$ cat config.mk
export PLATFORM = sky130hd
export DESIGN_NAME = cpu_run_ctrl
export DESIGN_NICKNAME = d
export VERILOG_FILES = /design/src/rtl/cpu_run_ctrl.sv
export SDC_FILE = /design/constraint.sdc
export NUM_CORES = 1
export LEC_CHECK = 0
export ABC_AREA = 1
export CORE_AREA = 3 3 81 83
export DETAILED_ROUTE_END_ITERATION = 12
export DIE_AREA = 0 0 84 86
export HOLD_SLACK_MARGIN = 0.08
export PLACE_DENSITY = 0.6
export SETUP_SLACK_MARGIN = 0.15
export SYNTH_ARGS = -nofsm -noshare
export SYNTH_HDL_FRONTEND = slang
export SYNTH_SLANG_ARGS = --single-unit
$ cat constraint.sdc
create_clock -name i_clk -period 1.8 [get_ports i_clk]
set_input_delay 0.45 -clock i_clk [delete_from_list [all_inputs] [get_ports i_clk]]
set_output_delay 0.45 -clock i_clk [all_outputs]
set_load 0.1 [all_outputs]
$ cat src/rtl/cpu_run_ctrl.sv
// Run/halt/step sequencer producing the CPU clock-enable, with PC breakpoint and saturating cycle counter.
// Breakpoint hardware is built only when CPU_RUN_CTRL_BP_EN is defined.
`timescale 1ns/1ps

module cpu_run_ctrl #(
    parameter int PC_W  = 8,
    parameter int CYC_W = 16
) (
    input  logic             i_clk,
    input  logic             i_rst_n,
    input  logic             i_cmd_valid,
    output logic             o_cmd_ready,
    input  logic [1:0]       i_cmd_op,
    input  logic [PC_W:0]    i_cmd_arg,
    input  logic [PC_W-1:0]  i_pc,
    output logic             o_cpu_en,
    output logic             o_halted,
    output logic             o_bp_hit,
    output logic [CYC_W-1:0] o_cycle_count,
    output logic [1:0]       o_state_dbg
);

    typedef enum logic [1:0] {
        ST_HALT = 2'd0,
        ST_RUN  = 2'd1,
        ST_STEP = 2'd2
    } state_t;

    localparam logic [1:0] OP_HALT   = 2'd0;
    localparam logic [1:0] OP_RUN    = 2'd1;
    localparam logic [1:0] OP_STEP   = 2'd2;
    localparam logic [1:0] OP_SET_BP = 2'd3;

    state_t           r_state;
    state_t           w_state_nxt;
    logic [PC_W-1:0]  r_step_cnt;
    logic [PC_W-1:0]  w_step_cnt_nxt;
    logic [CYC_W-1:0] r_cycle_count;
    logic             w_accept;
    logic             w_active;
    logic             w_bp_match;
    logic             w_cpu_en;
    logic             w_set_skip;
    logic             w_load_bp;

    // Handshake: a command transfers on a cycle where i_cmd_valid and
    // o_cmd_ready are both high; HALT is always ready, other ops only in HALT.
    assign o_cmd_ready = (r_state == ST_HALT) | (i_cmd_op == OP_HALT);
    assign w_accept    = i_cmd_valid & o_cmd_ready;
    assign w_active    = (r_state == ST_RUN) | (r_state == ST_STEP);
    assign w_cpu_en    = w_active & ~w_bp_match;
    assign w_set_skip  = w_accept & (r_state == ST_HALT) &
                         ((i_cmd_op == OP_RUN) | (i_cmd_op == OP_STEP));
    assign w_load_bp   = w_accept & (r_state == ST_HALT) & (i_cmd_op == OP_SET_BP);

`ifdef CPU_RUN_CTRL_BP_EN
    logic            r_bp_en;
    logic [PC_W-1:0] r_bp_addr;
    logic            r_skip;
    logic            r_bp_hit;

    // skip masks the breakpoint for the first active cycle so a resume
    // executes the instruction the core stopped on.
    assign w_bp_match = r_bp_en & (i_pc == r_bp_addr) & ~r_skip;
    assign o_bp_hit   = r_bp_hit;

    always_ff @(posedge i_clk or negedge i_rst_n) begin
        if (!i_rst_n) begin
            r_bp_en   <= 1'b0;
            r_bp_addr <= '0;
            r_skip    <= 1'b0;
            r_bp_hit  <= 1'b0;
        end else begin
            if (w_load_bp) begin
                r_bp_en   <= i_cmd_arg[PC_W];
                r_bp_addr <= i_cmd_arg[PC_W-1:0];
            end
            if (w_set_skip) begin
                r_skip <= 1'b1;
            end else if (w_active) begin
                r_skip <= 1'b0;
            end
            r_bp_hit <= w_active & w_bp_match;
        end
    end
`else
    logic w_unused_bp;

    assign w_bp_match  = 1'b0;
    assign o_bp_hit    = 1'b0;
    assign w_unused_bp = ^{i_pc, i_cmd_arg[PC_W], w_load_bp};
`endif

    always_comb begin
        w_state_nxt    = r_state;
        w_step_cnt_nxt = r_step_cnt;
        case (r_state)
            ST_HALT: begin
                if (w_accept && (i_cmd_op == OP_RUN)) begin
                    w_state_nxt = ST_RUN;
                end else if (w_accept && (i_cmd_op == OP_STEP)) begin
                    w_state_nxt    = ST_STEP;
                    w_step_cnt_nxt = (i_cmd_arg[PC_W-1:0] == '0) ? PC_W'(1)
                                                                 : i_cmd_arg[PC_W-1:0];
                end
            end
            ST_RUN: begin
                // An accepted command outside HALT can only be HALT.
                if (w_bp_match || w_accept) begin
                    w_state_nxt = ST_HALT;
                end
            end
            ST_STEP: begin
                if (w_cpu_en) begin
                    w_step_cnt_nxt = r_step_cnt - PC_W'(1);
                end
                if (w_bp_match || w_accept || (w_cpu_en && (r_step_cnt == PC_W'(1)))) begin
                    w_state_nxt = ST_HALT;
                end
            end
            default: begin
                w_state_nxt = ST_HALT;
            end
        endcase
    end

    always_ff @(posedge i_clk or negedge i_rst_n) begin
        if (!i_rst_n) begin
            r_state       <= ST_HALT;
            r_step_cnt    <= '0;
            r_cycle_count <= '0;
        end else begin
            r_state    <= w_state_nxt;
            r_step_cnt <= w_step_cnt_nxt;
            if (w_cpu_en && (r_cycle_count != {CYC_W{1'b1}})) begin
                r_cycle_count <= r_cycle_count + CYC_W'(1);
            end
        end
    end

    assign o_cpu_en      = w_cpu_en;
    assign o_halted      = (r_state == ST_HALT);
    assign o_cycle_count = r_cycle_count;
    assign o_state_dbg   = r_state;

endmodule

# After elaboration in Yosys (flattened, before gate mapping)

Cells that the tools add are included.

Register bits: 26
Output and inout port bits: 22
Logic and storage cells: 41
Input bits: 22

Reduce and logical (&&, ||, !) cells: 11
Bitwise gates (word level): 3
Mux-type cells: 10
Equal/unequal tests: 12
Add/sub/neg operators: 2

Operators with widths:

| cell                    | count |
|---|---|
| $mux W8                 | 4 |
| $add A16 B1 Y16 const B | 1 |
| $ne A16 B16 Y1 const B  | 1 |
| $pmux W8 S2             | 1 |
| $eq A8 B1 Y1 const B    | 1 |
| $logic_not A8 Y1        | 1 |
| $mux W2                 | 4 |
| $sub A8 B1 Y8 const B   | 1 |
| $ne A2 B2 Y1 const B    | 3 |
| $pmux W2 S3             | 1 |
| $eq A2 B1 Y1 const B    | 2 |
| $eq A2 B2 Y1 const B    | 2 |
| $logic_and A1 B1 Y1     | 4 |
| $logic_not A2 Y1        | 2 |
| $ne A2 B1 Y1 const B    | 2 |
| $reduce_and A4 Y1       | 1 |
| $ne A3 B1 Y1 const B    | 1 |
| $reduce_and A3 Y1       | 1 |
| $or A1 B1 Y1            | 2 |
| $reduce_bool A2 Y1      | 1 |
| $and A1 B1 Y1           | 1 |
| $logic_or A1 B1 Y1      | 1 |

# Depth between registers and ports, before layout

Gate-level depths: netlist of the first run.

Depth after elaboration: 7
Mapped depth: 9
Depth with buffers taken out: 9

# Worst setup path before layout of the first run

No wires, ideal clock.

Path kind: reg2reg
Start point: reg r_state[0], in the netlist o_state_dbg[0]
End point: reg r_state[1], in the netlist o_state_dbg[1]
Slack: -1915 ps
Arrival time: 3591 ps
Stages on the path, launching flop included: 10
Library setup time: 124 ps
Cells stage by stage: dfrtp_1 > inv_1 > ha_1 > inv_1 > o21ai_0 > nand2_1 > nand3_1 > nand3_1 > nand2_1 > nand2_1

Longest elaborated chain between the ends: 6
Elaborated cells between the ends (all ways): 16
Classes of those cells: 5 x eq/ne; 2 x mux; 3 x bitwise; 6 x reduce/logical

RTL lines:

| what                                                                     | RTL line | RTL |
|---|---|---|
| start, declared                                                          | 34       | `state_t r_state;` |
| start signal, assigned                                                   | 133      | `r_state <= w_state_nxt;` |
| $logic_not A2 Y1 (*)                                                     | n/a      |  |
| via o_halted                                                             | 17       | `output logic o_halted,` |
| $or A1 B1 Y1 (*)                                                         | 48       | `assign o_cmd_ready = (r_state == ST_HALT) \| (i_cmd_op == OP_HALT);` |
| via o_cmd_ready                                                          | 12       | `output logic o_cmd_ready,` |
| $and A1 B1 Y1 (*)                                                        | 49       | `assign w_accept = i_cmd_valid & o_cmd_ready;` |
| $logic_and A1 B1 Y1 (tied with other cells)                              | 99       | `if (w_accept && (i_cmd_op == OP_RUN)) begin` |
| $ne A3 B1 Y1 (no source line) (tied with other cells)                    | n/a      |  |
| $reduce_and A3 Y1 (no source line) / $pmux W2 S3 (equally long branches) | n/a      |  |

Mark *: on every way through the listed nets, which the timed path passes. The rest lies on a longest branch.
A chain may end at the register's enable or synchronous reset.

# Worst setup path in the final report of the first run

Start point: reg r_state[1], in the netlist o_state_dbg[1]
End point: out o_cmd_ready

Longest elaborated chain between the ends: 2

RTL lines:

| what             | RTL line |
|---|---|
| $logic_not A2 Y1 | 48 |
| $or A1 B1 Y1     | 48 |
| end, declared    | 12 |

No other way between the ends.

==> results of run 1 <==
worst max path at each step:
stage,to,depth (start not counted),slack (ps),from
floorplan,o_state_dbg[1]$_DFFE_PN0P_,9,-170,o_state_dbg[1]$_DFFE_PN0P_
global placement,r_step_cnt[0]$_DFFE_PN0P_,8,-40,i_cmd_op[0]
detailed placement,r_step_cnt[0]$_DFFE_PN0P_,8,-70,i_cmd_op[0]
CTS,o_cmd_ready,5,30,o_state_dbg[0]$_DFFE_PN0P_
global route,o_cmd_ready,5,-20,o_state_dbg[1]$_DFFE_PN0P_
finish,o_cmd_ready,5,40,o_state_dbg[1]$_DFFE_PN0P_
state kept, by name (all words and copies together) (netlist names):
name           cells
r_step_cnt         8
o_state_dbg        2
o_cycle_count     16
metal layers:
layer	share of wire, %	vias to the layer above
met1	47	769
met4	0.81	0
li1	-	903
met2	46	42
met3	5.4	4
met5	0	-
report_power, final:
part | total [mW] | internal [mW] | switching, mW
clock network | 0.500 | 0.298 | 0.202
registers | 0.929 | 0.776 | 0.152
logic | 3.04 | 1.15 | 1.89
total | 4.47 | 2.22 | 2.25
stage by stage:
| stage | hold WS, ps | util [%] | cells | area [um^2] |
|---|---|---|---|---|
| after global routing | 525 | 44.2 | 383 | 2620 |
| after detailed placement | 479 | 41.5 | 369 | 2460 |
| after CTS | 505 | 43.6 | 380 | 2580 |
| after floorplan | 154 | - | 260 | 1820 |
| final | 495 | 44.2 | 383 | 2620 |
| after global placement | 467 | 41.5 | 369 | 2460 |
worst min-delay path: cells and delay by family, from the launching register on:
kind             cells  cell delay [ps]
and+or+nand+nor      2              100
DFF                  1              360
repair_timing:
item | 4_1_cts | 5_1_grt
buffers inserted | 7 | 3
gates resized for setup | 3 | 7
endpoints found under the setup margin | 3 | 21
pin swaps | 2 | 2
hold buffers | 0 | 0
gates cloned | 0 | 0
endpoints found under the hold margin | 0 | 0
cell usage after synthesis, types with 3 or more instances:
| cell type | count |
|---|---|
| a21oi_1 | 3 |
| dfrtp_1 | 26 |
| ha_1 | 6 |
| inv_1 | 30 |
| nand2_1 | 97 |
| nand3_1 | 18 |
| nand4_1 | 5 |
| nor2_1 | 29 |
| nor2_2 | 4 |
| o21ai_0 | 18 |
| xnor2_1 | 6 |
layout make-up:
class,count,share of cell area [%]
Clock buffer,3,1.58
Clock inverter,1,1.15
Inverter,32,5.11
Multi-Input combinational cell,198,37.4
Sequential cell,26,26.1
Tap cell,75,3.58
Timing Repair Buffer,48,25.1
logic make-up (layout without fill, tap and decap cells):
logic type / after synthesis / count (layout) / share of synthesized area [%]
other: 1 / 1 / 0.216
buffers and inverters: 36 / 84 / 8.85
adder cells (fa/ha/maj): 6 / 6 / 4.32
flip-flops: 26 / 26 / 37.4
AO/OA/AOI/OAI: 25 / 25 / 7.70
XOR/XNOR: 8 / 8 / 4.03
AND/OR/NAND/NOR: 158 / 158 / 37.5
==> flow_summary.toml, run 1 <==
[floorplan]
fp-row-count = 28
io-pin-count = 44
start_util_pct = 29.4
die_h_um = 86
dieArea_um2 = 7220
fp.dieW_um = 84
core-area_um2 = 5920

[power]
ir_worst_vdd_mv = 1.36
report.power.total_mw = 4.47
p_leak_nw = 1.15
cellPowerDensity_nw_per_um2 = 1710

[worst_setup_path]
r2r_cells = 8
regToRegEndpoint = "r_step_cnt[5]$_DFFE_PN0P_"
cp.required_ps = 1350
cp_common_cell = "inv_4"
r2r_start = "o_state_dbg[1]$_DFFE_PN0P_"
cp-end-kind = "output pin"
critPathMaxFanout = 4
cp_slowest_cell = "dfrtp_4"
crit_chain = "inv_4 -> ha_4 -> inv_4 -> o21ai_4 -> buf_12"
worst_path_dominant_cell_family = "flip-flops"
cp.arrival_ps = 1310
critPathBufInv = 3
start_kind = "flop"
criticalPathCategory = "reg -> out"
reg2reg_slack_ps = 170
cp_slowest_stage_delay_ps = 500

[detailed_routing]
ant_nets = 0
vias = 1718
drt-total-wl_mm = 4.18
first_iter_violations = 40
firstDrtPassIters = 4
drc = 0
wl_per_cell_um = 10.9
via_per_inst = 4.49

[layout]
final_common_cell = "nand2_1"
multi_input_area_um2 = 978
antennaDiodeCount = 0
n_fill_cell = 583
drive_gt1_share_pct = 24.7
final_cell_mix = "nand2_1 (96), nor2_1 (29), inv_1 (26), buf_12 (21), nand3_1 (18)"
regArea_um2 = 683
fin_nets = 337
syn_to_final_growth_pct = 50.6

[clock_network]
clk_latency_ps = 280
numClockSinks = 26
clockBufferDepth = 2
cts_root_buf = "clkbuf_8"
cts_buffers = 3
clk_pin_slew_worst_paths_ps = 100
cts_tree = "yes"
cts.htree.levels = 1

[sta]
finClkSkew_ps = 10.9
setup_violations = 0
hold_violations = 0
rsz0062_at_grt = "true"
setup_tns_ps = 0
fin_crit_sh_pct = 97.7
finalCriticalPeriod_ps = 1760
slew_viol_final = 0
fmax_mhz = 569
finalWorstSetupSlack_ps = 41.6

[synthesis]
netlist-cell-type-count = 25
synth_edf_count = 0
synth-main-ff-cell = "dfrtp_1"
mappedNetlistNets = 288
syn_inst = 260
yosysWarnings = 0
ys_seq_area_share_pct = 37.4
ys_seq_elements = 26
postSynth.asyncResetShare_pct = 100
synth_top_area_share_pct = 37.4
syn_area_per_cell_um2 = 6.69
synth_largest_area_cell = "dfrtp_1"
synthTopCellsByArea = "dfrtp_1 (37%), nand2_1 (21%), inv_1 (6.5%)"
syn-cell-area_um2 = 1740

[grt]
grt_pass1_vias = 1813
grtUsageMet2_pct = 22.5
track_usage_pct = 13.2
grt_pass1_wl_mm = 8.00
antenna_found_initial = 0
grt_max_degree = 27
grtUsageMet3_pct = 2.40
overflow = 0
grt_busiest_layer = "met2"
grt_util_met1_pct = 17.5

[placed_design]
dp_hpwl_mm = 3.18
routabilityCongestion = 0.839
io_buffers = 33
dp_slack_ps = -68.8

[run_status]
status = "complete, no violations"

[min_path]
hold_start = "r_step_cnt[5]$_DFFE_PN0P_"
hold_class = "reg -> reg"
hold_end = "r_step_cnt[5]$_DFFE_PN0P_"
holdPathStages = 2

[job]
cap_viol_max_count = 0
Power figures use the tool's default switching activity.
==> run 2, diff against run 1 <==
--- a/config.mk
+++ b/config.mk
@@ -10,7 +10,7 @@
 export DETAILED_ROUTE_END_ITERATION = 12
 export DIE_AREA = 0 0 84 86
 export HOLD_SLACK_MARGIN = 0.08
-export PLACE_DENSITY = 0.6
+export PLACE_DENSITY = 0.62
 export SETUP_SLACK_MARGIN = 0.15
 export SYNTH_ARGS = -nofsm -noshare
 export SYNTH_HDL_FRONTEND = slang
==> constraint.sdc (replaced) <==
create_clock -name i_clk -period 1.55 [get_ports i_clk]
set_input_delay 0.3875 -clock i_clk [delete_from_list [all_inputs] [get_ports i_clk]]
set_output_delay 0.3875 -clock i_clk [all_outputs]
set_load 0.1 [all_outputs]
==> run 2 against run 1 <==
Compared with the run above:
- the run now ends with setup timing left
- largest power group unchanged
- count of clock-buffer cells in the layout grew 1
- non-clock buffer count up 30
- sequential cell count is the same
- final cell count increased by 8.4%
- sequential share of layout area fell by 4.9 points
- via count is 11% higher
- cell area rose by 23%
- global-route usage grew 0.76 points
- utilization increased by 10 points
- wire length grew 23%
- combinational power grew 53%
- die area did not move
==> flow_summary.toml, run 2 (synthesis results as in run 1) <==
[clock_network]
cts_tree = "yes"
cts_root_buf = "clkbuf_8"
clockBufferDepth = 2
cts_buffers = 3
cts.htree.levels = 1
numClockSinks = 26
clk_latency_ps = 270
clk_pin_slew_worst_paths_ps = 100
cts_hold_buf = 0

[placed_design]
placed_area_um2 = 2560
dp_hpwl_mm = 3.21
dp_slack_ps = -206
io_buffers = 33
routabilityCongestion = 0.836

[layout]
final_area_um2 = 3220
fin_nets = 369
final_cell_mix = "nand2_1 (76), buf_12 (28), inv_1 (25), nor2_1 (23), buf_4 (23)"
drive_gt1_share_pct = 43.8
largest_reg_flops = 16
antennaDiodeCount = 0
syn_to_final_growth_pct = 85.3
final_common_cell = "nand2_1"

[detailed_routing]
first_iter_violations = 53
via_per_inst = 4.60
wl_per_cell_um = 12.4
drc = 0
firstDrtPassIters = 4
ant_nets = 0
vias = 1909
drt-total-wl_mm = 5.14

[min_path]
hold_class = "in -> async"

[power]
p_leak_nw = 1.41
ir_worst_vdd_mv = 1.36
cellPowerDensity_nw_per_um2 = 1930

[sta]
hold_violations = 0
finalWorstSetupSlack_ps = -156
rsz0062_at_grt = "true"
finalCriticalPeriod_ps = 1710
fmax_mhz = 586
fin_crit_sh_pct = 110
slew_viol_final = 0
whs_ps = 467
finClkSkew_ps = 8.15
setup_violations = 14

[floorplan]
fp-row-count = 28
core-area_um2 = 5920
start_util_pct = 29.4
io-pin-count = 44
dieArea_um2 = 7220
die_h_um = 86
fp.dieW_um = 84

[worst_setup_path]
cp.required_ps = 1160
cp_slowest_stage_delay_ps = 510
r2r_start = "o_state_dbg[0]$_DFFE_PN0P_"
critPathMaxFanout = 3
criticalPathCategory = "reg -> out"
worst_path_dominant_cell_family = "flip-flops"
critPathBufInv = 3
start_kind = "flop"
crit_chain = "inv_4 -> ha_4 -> buf_4 -> buf_12"
cp.arrival_ps = 1320
regToRegEndpoint = "r_step_cnt[1]$_DFFE_PN0P_"
reg2reg_slack_ps = -120
cp-end-kind = "output pin"
r2r_cells = 11
cp_slowest_cell = "dfrtp_4"

[grt]
grt_pass1_vias = 1883
grt_pass1_wl_mm = 8.37
antenna_found_initial = 0
track_usage_pct = 14.0
grt_max_degree = 27
overflow = 0

[run_status]
violations = "setup timing"
status = "finished with violations"

[job]
cap_viol_max_count = 0
[run 2: changes by cell type in the layout (fill, tap and decap cells not counted), moves of 3 or more]
cell / before / now
nor2_4: 0 / 5
nand3_2: 1 / 5
buf_6: 2 / 14
o21ai_0: 14 / 1
nor2_1: 29 / 23
nand2_4: 1 / 5
o21ai_1: 3 / 12
nand2_1: 96 / 76
nand3_1: 18 / 12
buf_4: 13 / 23
buf_12: 21 / 28
nand2_2: 2 / 17
o21ai_2: 1 / 4
[run 2: area by class of cell]
class	count	area, um^2
clock buffer	4	55.1
fill	522	2700
inverter	32	136
multi-input combinational	199	1220
sequential	26	683
tap	75	93.8
timing repair buffer	78	1030
timing repair inverter	1	8.76
[run 2: worst register-to-register path, delay by kind of cell, from the launching register on]
family | cells | cell delay, ps
adder cells (fa/ha/maj) | 1 | 160
AO/OA/AOI/OAI | 2 | 120
flip-flops | 1 | 510
AND/OR/NAND/NOR | 2 | 160
buffers and inverters | 6 | 620
[run 2: repair_timing]
| item | CTS | global route |
|---|---|---|
| hold endpoints to repair | 0 | 0 |
| gates resized for setup | 46 | 44 |
| gates cloned | 2 | 0 |
| pin swaps | 21 | 22 |
| setup endpoints to repair | 32 | 33 |
| buffers inserted | 15 | 15 |
[run 2: through the flow]
step                      TNS (ps)  util [%]  std cells  power [mW]
after detailed placement     -1660      43.2        379        4.52
after floorplan              -4780         -        260        3.43
final                        -1250      54.4        415        6.22
after global routing         -1990      54.4        415        6.57
after global placement       -1240      43.2        379        4.48
after CTS                    -1030      49.3        400        5.87
[run 2: routing by layer]
metal / wire length, um / global-route usage (%) / vias up
li1: - / - / 979
met1: 2250 / 17.1 / 884
met2: 2630 / 24.9 / 39
met3: 208 / 2.50 / 7
met4: 51 / 4.53 / 0
met5: 0 / 0 / -
[run 2: how the worst max path moves through the flow]
stage                               start                          to  slack (ps)  cells past startpoint
5_1_grt        o_state_dbg[1]$_DFFE_PN0P_                 o_cmd_ready        -200                      5
2_1_floorplan  o_state_dbg[1]$_DFFE_PN0P_  o_state_dbg[1]$_DFFE_PN0P_        -420                      9
3_5_place_dp                  i_cmd_op[1]   r_step_cnt[7]$_DFFE_PN0P_        -210                      7
3_3_place_gp                  i_cmd_op[1]   r_step_cnt[7]$_DFFE_PN0P_        -170                      7
6_report       o_state_dbg[1]$_DFFE_PN0P_                    o_halted        -160                      4
4_1_cts        o_state_dbg[0]$_DFFE_PN0P_                 o_cmd_ready        -160                      5
[run 2: where the power goes]
part           total, mW  internal [mW]  switching (mW)
logic               4.66           1.94            2.72
clock network      0.453          0.227           0.225
registers           1.10          0.902           0.202
